**src/rtl/instr_fetch_unit_pkg.sv**
```systemverilog
// rtl/instr_fetch_unit_pkg.sv - shared constants and types for the instruction fetch unit
// Purpose: default widths, the reset fetch address, the instruction size and the
//          {instr, pc} entry type that is carried through the instruction FIFO.
// Ports:   none (package).
package instr_fetch_unit_pkg;

  localparam int IFU_XLEN = 32;
  localparam logic [IFU_XLEN-1:0] IFU_RESET_PC = 32'h0000_0000;
  localparam int INSTR_BYTES = 4;

  typedef struct packed {
    logic [IFU_XLEN-1:0] instr;
    logic [IFU_XLEN-1:0] pc;
  } fetch_entry_t;

endpackage

```
**src/rtl/ifu_fifo.sv**
```systemverilog
// rtl/ifu_fifo.sv - parameterised synchronous FIFO with flush
// Purpose: DEPTH-entry FIFO (DEPTH a power of 2); head is read combinationally from
//          storage and forced to 0 while empty.
// Ports:   clk, reset (async, active-high); push/push_data write; pop removes head;
//          flush empties the FIFO and overrides push/pop; head, full, empty, count.
module ifu_fifo #(
  parameter int WIDTH = 64,
  parameter int DEPTH = 2
) (
  input  logic                     clk,
  input  logic                     reset,
  input  logic                     push,
  input  logic [WIDTH-1:0]         push_data,
  input  logic                     pop,
  input  logic                     flush,
  output logic [WIDTH-1:0]         head,
  output logic                     full,
  output logic                     empty,
  output logic [$clog2(DEPTH):0]   count
);

  localparam int AW = $clog2(DEPTH);

  logic [WIDTH-1:0] mem [DEPTH];
  logic [AW-1:0]    wptr;
  logic [AW-1:0]    rptr;
  logic             do_push;
  logic             do_pop;

  assign empty   = (count == '0);
  assign full    = (count == (AW+1)'(DEPTH));
  assign do_pop  = pop && !empty;
  // a push into a full FIFO is only accepted when the head leaves in the same cycle
  assign do_push = push && (!full || do_pop);
  assign head    = empty ? '0 : mem[rptr];

  always_ff @(posedge clk or posedge reset) begin
    if (reset) begin
      wptr  <= '0;
      rptr  <= '0;
      count <= '0;
    end else if (flush) begin
      wptr  <= '0;
      rptr  <= '0;
      count <= '0;
    end else begin
      if (do_push) wptr <= wptr + 1'b1;
      if (do_pop)  rptr <= rptr + 1'b1;
      case ({do_push, do_pop})
        2'b10:   count <= count + 1'b1;
        2'b01:   count <= count - 1'b1;
        default: count <= count;
      endcase
    end
  end

  // storage needs no reset: the head is masked while empty
  always_ff @(posedge clk) begin
    if (do_push && !flush) mem[wptr] <= push_data;
  end

endmodule

```
**src/rtl/instr_fetch_unit.sv**
```systemverilog
// rtl/instr_fetch_unit.sv - fetch stage: PC, credit-limited imem requests, instruction FIFO
// Purpose: issues word fetches, buffers returned words with their addresses and hands
//          them to the datapath; redirects flush buffered work and drop stale responses.
// Ports:   clk, reset (async, active-high); redirect_valid/redirect_pc; imem request
//          channel (imem_req_valid/ready/addr); imem response (imem_rsp_valid/data);
//          datapath channel (instr_valid/ready, instr, instr_pc).
// Option:  IFU_PERF_EN adds perf_fetched and perf_stall counters.
module instr_fetch_unit
  import instr_fetch_unit_pkg::*;
#(
  parameter int              XLEN     = IFU_XLEN,
  parameter int              DEPTH    = 2,
  parameter logic [XLEN-1:0] RESET_PC = IFU_RESET_PC
) (
  input  logic            clk,
  input  logic            reset,
  input  logic            redirect_valid,
  input  logic [XLEN-1:0] redirect_pc,
  output logic            imem_req_valid,
  input  logic            imem_req_ready,
  output logic [XLEN-1:0] imem_req_addr,
  input  logic            imem_rsp_valid,
  input  logic [XLEN-1:0] imem_rsp_data,
  output logic            instr_valid,
  input  logic            instr_ready,
  output logic [XLEN-1:0] instr,
  output logic [XLEN-1:0] instr_pc
`ifdef IFU_PERF_EN
  ,
  output logic [31:0]     perf_fetched,
  output logic [31:0]     perf_stall
`endif
);

  localparam int CW = $clog2(DEPTH) + 1;

  logic [XLEN-1:0] fetch_pc;
  logic [CW-1:0]   drop;
  logic [CW-1:0]   occ;
  logic [CW-1:0]   outstanding;
  logic [CW:0]     inflight;
  logic            req_fire;
  logic            rsp_keep;
  logic            pop;
  logic [XLEN-1:0] tag_pc;
  logic            instr_full;
  logic            instr_empty;
  logic            tag_full;
  logic            tag_empty;
  logic            unused_pc_bits;
  fetch_entry_t    push_entry;
  fetch_entry_t    head_entry;

  // low address bits of a redirect are forced to zero
  assign unused_pc_bits = ^redirect_pc[1:0];

  // every request reserves a FIFO slot until its word is consumed, so the
  // instruction FIFO can never overflow
  assign inflight       = {1'b0, occ} + {1'b0, outstanding};
  assign imem_req_valid = !reset && !redirect_valid && (inflight < (CW+1)'(DEPTH));
  assign imem_req_addr  = fetch_pc;
  assign req_fire       = imem_req_valid && imem_req_ready;

  // a response arriving with a redirect belongs to the old path and is discarded
  assign rsp_keep   = imem_rsp_valid && (drop == '0) && !redirect_valid;
  assign push_entry = '{instr: imem_rsp_data, pc: tag_pc};

  assign instr_valid = !instr_empty;
  assign pop         = instr_valid && instr_ready;
  assign instr       = head_entry.instr;
  assign instr_pc    = head_entry.pc;

  ifu_fifo #(.WIDTH($bits(fetch_entry_t)), .DEPTH(DEPTH)) u_instr_fifo (
    .clk       (clk),
    .reset     (reset),
    .push      (rsp_keep),
    .push_data (push_entry),
    .pop       (pop),
    .flush     (redirect_valid),
    .head      (head_entry),
    .full      (instr_full),
    .empty     (instr_empty),
    .count     (occ)
  );

  // address of every issued request; never flushed because stale responses
  // still arrive and must retire their tag
  ifu_fifo #(.WIDTH(XLEN), .DEPTH(DEPTH)) u_tag_fifo (
    .clk       (clk),
    .reset     (reset),
    .push      (req_fire),
    .push_data (fetch_pc),
    .pop       (imem_rsp_valid),
    .flush     (1'b0),
    .head      (tag_pc),
    .full      (tag_full),
    .empty     (tag_empty),
    .count     (outstanding)
  );

  always_ff @(posedge clk or posedge reset) begin
    if (reset) begin
      fetch_pc <= RESET_PC;
      drop     <= '0;
    end else if (redirect_valid) begin
      fetch_pc <= {redirect_pc[XLEN-1:2], 2'b00};
      // everything still outstanding after this cycle is stale
      drop     <= outstanding - CW'(imem_rsp_valid);
    end else begin
      if (req_fire) fetch_pc <= fetch_pc + XLEN'(INSTR_BYTES);
      if (imem_rsp_valid && (drop != '0)) drop <= drop - 1'b1;
    end
  end

`ifdef IFU_PERF_EN
  always_ff @(posedge clk or posedge reset) begin
    if (reset) begin
      perf_fetched <= '0;
      perf_stall   <= '0;
    end else begin
      if (pop) perf_fetched <= perf_fetched + 32'd1;
      if (!imem_req_valid && !redirect_valid) perf_stall <= perf_stall + 32'd1;
    end
  end
`endif

  always @(posedge clk) begin
    if (!reset) begin
      assert (!(rsp_keep && instr_full && !pop));
      assert (!(req_fire && tag_full));
      assert (!(imem_rsp_valid && tag_empty));
    end
  end

endmodule

```
**config.mk**
```make
export PLATFORM = sky130hd
export DESIGN_NAME = instr_fetch_unit
export DESIGN_NICKNAME = d
export VERILOG_FILES = /design/src/rtl/instr_fetch_unit_pkg.sv /design/src/rtl/ifu_fifo.sv /design/src/rtl/instr_fetch_unit.sv
export SDC_FILE = /design/constraint.sdc
export NUM_CORES = 1
export LEC_CHECK = 0
export BUFFER_PORTS_ARGS = -buffer_cell sky130_fd_sc_hd__buf_2
export CAP_MARGIN = 10
export CORE_ASPECT_RATIO = 0.6
export CORE_MARGIN = 4
export CORE_UTILIZATION = 35
export DETAILED_ROUTE_END_ITERATION = 10
export GPL_TIMING_DRIVEN = 0
export PLACE_DENSITY = 0.5
export SETUP_SLACK_MARGIN = 0.5
export SLEW_MARGIN = 20
export SYNTH_ARGS = -nofsm -noshare
export SYNTH_HDL_FRONTEND = slang
export SYNTH_SLANG_ARGS = --single-unit
```
**constraint.sdc**
```tcl
create_clock -name clk -period 24 [get_ports clk]
set_clock_uncertainty 0.1 [all_clocks]
set_input_delay 4.8 -clock clk [delete_from_list [all_inputs] [get_ports clk]]
set_output_delay 4.8 -clock clk [all_outputs]
set_load 0.1 [all_outputs]
```
==> After elaboration in Yosys (flattened, before gate mapping) <==
Memories as Yosys holds them, arrays and structs flattened.
Cells that the tools add are included.
{ "totals": {"elab_cells": 76, "register_bits": 42, "mem_bits_ro": 0, "n_memories": 2, "out_inout_bits": 98, "inputBits": 70, "latchBits": 0, "mem_bits_rw": 192} }
{ "op_classes": {"n_mul": 0, "addsub": 12, "n_eq_ne": 6, "bitwise_logic": 0, "n_reduce_logical": 30, "muxes": 17, "div": 0, "shifts": 0, "magnitude_cmp": 1} }
{ "mem_list": {"columns": ["memory", "words", "width", "read_ports", "rd_ports_with_merged_regs", "write_ports", "line", "source"], "rows": [
  ["u_instr_fifo.mem", 2, 64, 1, 0, 1, "ifu_fifo.sv:24", "logic [WIDTH-1:0] mem [DEPTH];"],
  ["u_tag_fifo.mem", 2, 32, 1, 0, 1, "ifu_fifo.sv:24", null]
]} }
{ "ops": {"columns": ["cell", "n"], "rows": [
  ["32-bit 2-to-1 mux", 3],
  ["64-bit 2-to-1 mux", 1],
  ["32-bit by 3-bit adder with 32-bit output, second input constant", 1],
  ["1-bit logical AND", 12],
  ["2-bit nonzero test", 6],
  ["2-bit == test, second input constant", 4],
  ["1-bit 2-to-1 mux", 8],
  ["2-bit one-hot mux with 2 select lines", 2],
  ["1-bit logical NOT", 6],
  ["2-bit logical NOT", 3],
  ["2-bit 2-to-1 mux", 3],
  ["2-bit by 1-bit subtractor with 2-bit output, second input constant", 3],
  ["1-bit adder, second input constant", 4],
  ["2-bit by 1-bit adder with 2-bit output, second input constant", 2],
  ["2-bit by 1-bit == test with 1-bit output, second input constant", 2],
  ["2-bit by 2-bit adder with 3-bit output", 1],
  ["3-bit by 2-bit less-than comparator with 1-bit output, second input constant", 1],
  ["3-bit nonzero test", 1],
  ["1-bit logical OR", 2],
  ["2-bit by 1-bit subtractor with 2-bit output", 1]
]} }

==> Longest topological paths before layout <==
Gate-level depths: netlist of run 1.
{ "logic_depth": {"word_depth": 9, "depth_mapped": 9, "ltp_nobuf": 8} }

==> Hierarchy <==
A second synthesis of run 1 with hierarchy kept.
{ "hier_totals": {"hier_cells": 706, "hier_area_um2": 9816.9} }
{ "modules_own_cells": {"columns": ["mod", "seq_area_each_um2", "area_per_inst_um2", "cells_each", "n_inst"], "rows": [
  ["ifu_fifo (u_instr_fifo)", 3943.8, 5094.9, 298, 1],
  ["ifu_fifo (u_tag_fifo)", 2021.9, 2648.8, 163, 1],
  ["instr_fetch_unit", 800.8, 2073.2, 245, 1]
]} }

==> Worst setup path before layout of run 1 <==
No wires, ideal clock.
{ "synth_timing": {"path_type": "input-to-output", "start": "input port redirect_valid", "end": "output port imem_req_valid", "t_arrival_ns": 8.100, "cell_stages": 3, "required_time_ns": 19.100, "slack_ns": 11.000, "path_buffers": 2, "cell_sequence": "clkbuf_1 buf_1 nor4_1"} }
{ "synth_between": {"elab_chain_len": 3} }
{ "synth_lines": {"columns": ["item", "line", "source"], "rows": [
  ["from (decl)", "instr_fetch_unit.sv:17", "input logic redirect_valid,"],
  ["1-bit logical NOT", "instr_fetch_unit.sv:60", "assign imem_req_valid = !reset && !redirect_valid && (inflight < (CW+1)'(DEPTH));"],
  ["1-bit logical AND (2 in a row)", "instr_fetch_unit.sv:60", null],
  ["to (decl)", "instr_fetch_unit.sv:19", "output logic imem_req_valid,"]
]} }
No other way between the ends.

==> Worst setup path after layout of run 1 <==
Same ends and word-level chain as after synthesis.

==> impl_metrics.toml, run 1 <==
[critical_path]
critPathLaunchType = "input pin"
worstPathRequired_ps = 19100
worstPathMaxFanout = 10
crit_arrival_ps = 6330
crit_type = "input pin to output port"
critPathCaptureType = "output port"

[pwr]
p_leak_nw = 4.452
combPwrFrac = 0.318
seqPwrFrac = 0.417
p_total_mw = 1.193
switching_share = 0.3810
p_per_area_mw_per_mm2 = 102.0
switchingPower_mw = 0.4544
pwr-share-clk = 0.265
vdd_drop_max_mv = 0.04048
p_int_mw = 0.7383

[cells_and_area]
area.growth.synth_to_final_pct = 23.15
antennaDiodeCount = 0
drive_gt1_frac = 0.2727
layout_common_cells = "edfxtp_1, buf_2, nor2_1, mux2i_1, dfrtp_1"
nets = 972
final_common_cell = "edfxtp_1"

[timing]
finalHoldViolations = 0
tightest_slew_ps = 1030
tns_ps = 0
relSlewSlack = 0.3024
period_minus_slack_ps = 11230
rsz0062_at_grt = "false"
setup_violations = 0
drv_slew = 0
final.period_utilization = 0.4681
max_freq_mhz = 89.02

[global_route]
antenna_found_initial = 0
grt_pass1_wl_mm = 36.25
grt_max_degree = 25
grtUsageTotal = 0.1570
grt_pass1_vias = 6154
grt_overflow = 0

[clocking]
cts_tree = "yes"
cts_resized = 0
cts.reportedPaths.clkPinSlew_ps = 60
cts_buffers = 23
cts_hold_buf = 0
clockBufferDepth = 3
htreeDepth = 1
cts_setup_buffers = 0
cts_sinks = 226
ctsRootBufferMaster = "clkbuf_16"
clk_latency_ps = 500

[routing]
wl_per_cell_um = 18.52
routed_via_density = 4.829
dr.pass1.iters = 4
dr.first_iter.drc_count = 485
final_antenna_net_count = 0
drc = 0
vias = 6147
finalWirelength_mm = 23.58

[synth]
synth_compound_area_frac = 0.04007
syn_avg_cell_area_um2 = 14.00
syn_area_mm2 = 0.009493
ys_seq_area_frac = 0.6938
synthAdderAreaFrac = 0.007381
synth_edf_count = 186
synthSimpleGateAreaFrac = 0.1209
synthCells = 678
ys_ff_latch = 226
synth_cell_types = 54
ys_warn_count = 0
yosysTopAreaCellShare = 0.5884
synth_area_leaders = "edfxtp_1, dfrtp_1, mux2i_1, nor2_1, or4_1"
async_flop_share = 0.1770
synth_xor_area_frac = 0.01476
yosysTopAreaCell = "edfxtp_1"
synth_ff_type = "edfxtp_1"
synth_top_family_by_area = "simple AND/OR/NAND/NOR gates"
synth.area.mux_share = 0.09912

[floorplan]
core_mm2 = 0.02653
die_h_um = 135.6
dieArea_mm2 = 0.02991
io_pins = 168
initial_core_util = 0.3578
die_x_um = 220.6
rows = 46

[min_path]
hp-class = "register to register"

[placed_design]
gp_congestion = 0.8038
dp_hpwl_mm = 17.50
place.port_buffers = 163

[status]
status = "completed"

[job]
cap_violations = 0
==> critical path, stage by stage <==
cell and delay [ps]:
buf_2 140, clkbuf_1 250, buf_1 340, nor4_1 320
buf_2 470
==> cell type report <==
type                    instances  area, µm²
fillers                      2468      14840
flip-flops and latches        226       6586
multi-input cells             403       2724
repair buffers                191       1052
clock buffers                  31      605.6
well taps                     360      450.4
plain buffers                  37      167.7
inverters                      15      56.30
clock inverters                10      47.55
==> through the flow <==
stage	hold WS, ps	cell area [µm²]	std cells	utilization	worst slack, ps
2_1_floorplan	368.1	9504	681	-	11000
3_3_place_gp	382.6	10770	1204	0.4059	6163
3_5_place_dp	441.5	11040	1232	0.4160	12780
4_1_cts	455.3	11690	1273	0.4406	12760
5_1_grt	464.4	11690	1273	0.4406	12640
6_report	454.8	11690	1273	0.4406	12770
==> kinds of logic (layout without fill, tap and decap cells) <==
| logic type | count (synthesis) | count (layout) |
|---|---|---|
| simple gates | 228 | 228 |
| flops | 226 | 226 |
| mux | 94 | 94 |
| compound gates | 56 | 56 |
| buf+inv | 52 | 284 |
| xor+xnor | 16 | 16 |
| fa+ha+maj | 5 | 5 |
| other cells | 1 | 4 |
==> worst paths after layout <==
check / start / endpoint / slack, ps / cells past startpoint
min in group asynchronous: reset / u_instr_fifo.count[0] / 4280 / 2
max in group asynchronous: reset / imem_req_addr[5] / 19020 / 3
worst min register to register: u_tag_fifo.wptr / u_tag_fifo.wptr / 450 / 1
worst min-delay path: u_tag_fifo.wptr / u_tag_fifo.wptr / 450 / 1
worst max-delay path: redirect_valid / imem_req_valid / 12770 / 5
worst max register to register: u_instr_fifo.count[0] / u_tag_fifo.mem[1][9] / 20810 / 7
==> power by group through the flow <==
stage	Clock (mW)	Sequential [mW]	Combinational [mW]
6_report	0.316	0.498	0.380
5_1_grt	0.344	0.501	0.406
4_1_cts	0.327	0.498	0.385
3_5_place_dp	0	0.506	0.385
3_3_place_gp	0	0.510	0.374
2_1_floorplan	0	0.538	0.258
==> cell usage after synthesis, drive strengths merged, types with 4 or more instances <==
library cell	number
a31oi	15
o31ai	12
clkbuf	19
inv	15
and4	6
and3	4
dfrtp	40
xor2	4
nand2	26
mux2i	94
edfxtp	186
xnor2	12
nand4	14
ha	4
nor3	4
buf	18
and2	4
or4	14
nor2	123
nand3	13
nor4	6
o21ai	12
==> sequential cells by signal, indices dropped and copies added (netlist names) <==
name and count:
u_instr_fifo.mem 126, u_tag_fifo.mem 60, imem_req_addr 30, drop 2, u_instr_fifo.count 2, u_tag_fifo.count 2, u_instr_fifo.rptr 1, u_instr_fifo.wptr 1
u_tag_fifo.rptr 1, u_tag_fifo.wptr 1
==> layer usage <==
layer  track usage  up-vias  part of all wire
li1              -     2970                 -
met1        0.2386     3009              0.49
met2        0.2357      141              0.43
met3       0.02600       27             0.057
met4       0.03810        0             0.022
met5             0        -                 0
No activity file was read; power rests on OpenSTA's default activity.
==> run 2: changes to the inputs <==
--- a/config.mk
+++ b/config.mk
@@ -12,7 +12,7 @@
 export CORE_UTILIZATION = 35
 export DETAILED_ROUTE_END_ITERATION = 10
 export GPL_TIMING_DRIVEN = 0
-export PLACE_DENSITY = 0.5
+export PLACE_DENSITY = 0.52
 export SETUP_SLACK_MARGIN = 0.5
 export SLEW_MARGIN = 20
 export SYNTH_ARGS = -nofsm -noshare
==> constraint.sdc (replaced) <==
create_clock -name clk -period 10 [get_ports clk]
set_clock_uncertainty 0.1 [all_clocks]
set_input_delay 2 -clock clk [delete_from_list [all_inputs] [get_ports clk]]
set_output_delay 2 -clock clk [all_outputs]
set_load 0.1 [all_outputs]
==> impl_metrics.toml, run 2 (synthesis results as in run 1) <==
[status]
status = "completed"

[cells_and_area]
final_common_cell = "edfxtp_1"
largest_register = "u_instr_fifo.mem"
fin_area_mm2 = 0.01179
final_cells = 1269
antennaDiodeCount = 0
layout_common_cells = "edfxtp_1, buf_2, nor2_1, mux2i_1, dfrtp_1"
nets = 967
drive_gt1_frac = 0.2761
largest_reg_flops = 126
register_area_mm2 = 0.006586
nFillCells = 2466
multi_input_area_mm2 = 0.002733
area.growth.synth_to_final_pct = 24.21

[clocking]
ctsRootBufferMaster = "clkbuf_16"
clk_latency_ps = 520
cts.reportedPaths.clkPinSlew_ps = 60
cts_sinks = 226
cts_buffers = 23
cts_hold_buf = 0
cts_resized = 0
cts_setup_buffers = 0
clockBufferDepth = 3
htreeDepth = 1
cts_tree = "yes"

[pwr]
pwr-share-clk = 0.286
switchingPower_mw = 1.108
p_int_mw = 1.843
seqPwrFrac = 0.405
combPwrFrac = 0.309
switching_share = 0.3754
p_leak_nw = 4.486
p_per_area_mw_per_mm2 = 250.2
vdd_drop_max_mv = 0.1039

[floorplan]
initial_core_util = 0.3578
die_h_um = 135.6
dieArea_mm2 = 0.02991
die_x_um = 220.6
core_mm2 = 0.02653
rows = 46
io_pins = 168

[placed_design]
dpl.cell_count = 1227
pre_cts_ws_ps = 4276
gp_congestion = 0.7713
placed_cell_area_mm2 = 0.01104
place.port_buffers = 163
dp_hpwl_mm = 17.52

[global_route]
antenna_found_initial = 0
grt_max_degree = 23
grt_pass1_wl_mm = 36.58
grt_overflow = 0
grt_pass1_vias = 6092
grtUsageTotal = 0.1594

[critical_path]
worstPathMaxFanout = 10
startpoint = "redirect_valid"
critPathCaptureType = "output port"
crit_type = "input pin to output port"
critPathLaunchType = "input pin"
crit_arrival_ps = 3630
r2r-start = "u_tag_fifo.count[0]"
worstPathRequired_ps = 7900

[routing]
drc = 0
dr.first_iter.drc_count = 432
finalWirelength_mm = 23.71
dr.pass1.iters = 4
final_antenna_net_count = 0
routed_via_density = 4.868
wl_per_cell_um = 18.68
vias = 6178

[timing]
relSlewSlack = 0.2751
setup_slack_ps = 4274
final.period_utilization = 0.5726
tightest_slew_ps = 1070
max_freq_mhz = 174.7
rsz0062_at_grt = "false"
period_minus_slack_ps = 5726
drv_slew = 0
setup_violations = 0
finalHoldViolations = 0

[min_path]
min_from = "imem_req_addr[9]"
hp-class = "register to register"

[job]
cap_violations = 0
[run 2: cell type report]
| class | count | area share |
|---|---|---|
| flip-flops and latches | 226 | 0.5586 |
| multi-input cells | 403 | 0.2317 |
| repair buffers | 186 | 0.08850 |
| clock buffers | 35 | 0.06048 |
| well taps | 360 | 0.03820 |
| plain buffers | 37 | 0.01422 |
| inverters | 15 | 0.004775 |
| clock inverters | 7 | 0.003502 |
[run 2: worst paths after layout]
| kind | slack [ps] | end | depth (start not counted) |
|---|---|---|---|
| setup / recovery | 4270 | imem_req_valid | 5 |
| hold / removal | 410 | u_tag_fifo.mem[1][9] | 0 |
| setup reg to reg | 6590 | u_tag_fifo.mem[1][6] | 7 |
| hold reg to reg | 410 | u_tag_fifo.mem[1][9] | 0 |
| max in group asynchronous | 7840 | imem_req_addr[20] | 3 |
| min in group asynchronous | 1450 | drop[0] | 2 |
[run 2: metal layers]
layer  vias up  wire [µm]  track usage
met5         -          0            0
met4         0        435      0.03429
met3        28       1409      0.03496
met2       191      10050       0.2340
met1      2995      11810       0.2431
li1       2964          -            -
[run 2: through the flow]
stage          power (mW)  TNS [ps]  utilization  hold slack, ps
4_1_cts             2.989         0       0.4444           414.6
2_1_floorplan       1.911         0            -           368.1
5_1_grt             3.091         0       0.4444           440.9
6_report            2.950         0       0.4444           409.4
3_3_place_gp        2.121   -242530       0.4062           381.0
3_5_place_dp        2.135         0       0.4160           404.0
[run 2: power by group through the flow]
stage               registers (mW)  logic (mW)  clock network, mW
floorplan                     1.29       0.620                  0
global placement              1.22       0.897                  0
CTS                           1.19       0.925              0.871
detailed placement            1.21       0.922                  0
global route                  1.20       0.973              0.915
finish                        1.19       0.912              0.844
[run 2: worst max-delay path, stage by stage]
cell and delay (ps):
buf_2 140, clkbuf_1 280, buf_1 380, nor4_1 350, buf_2 470
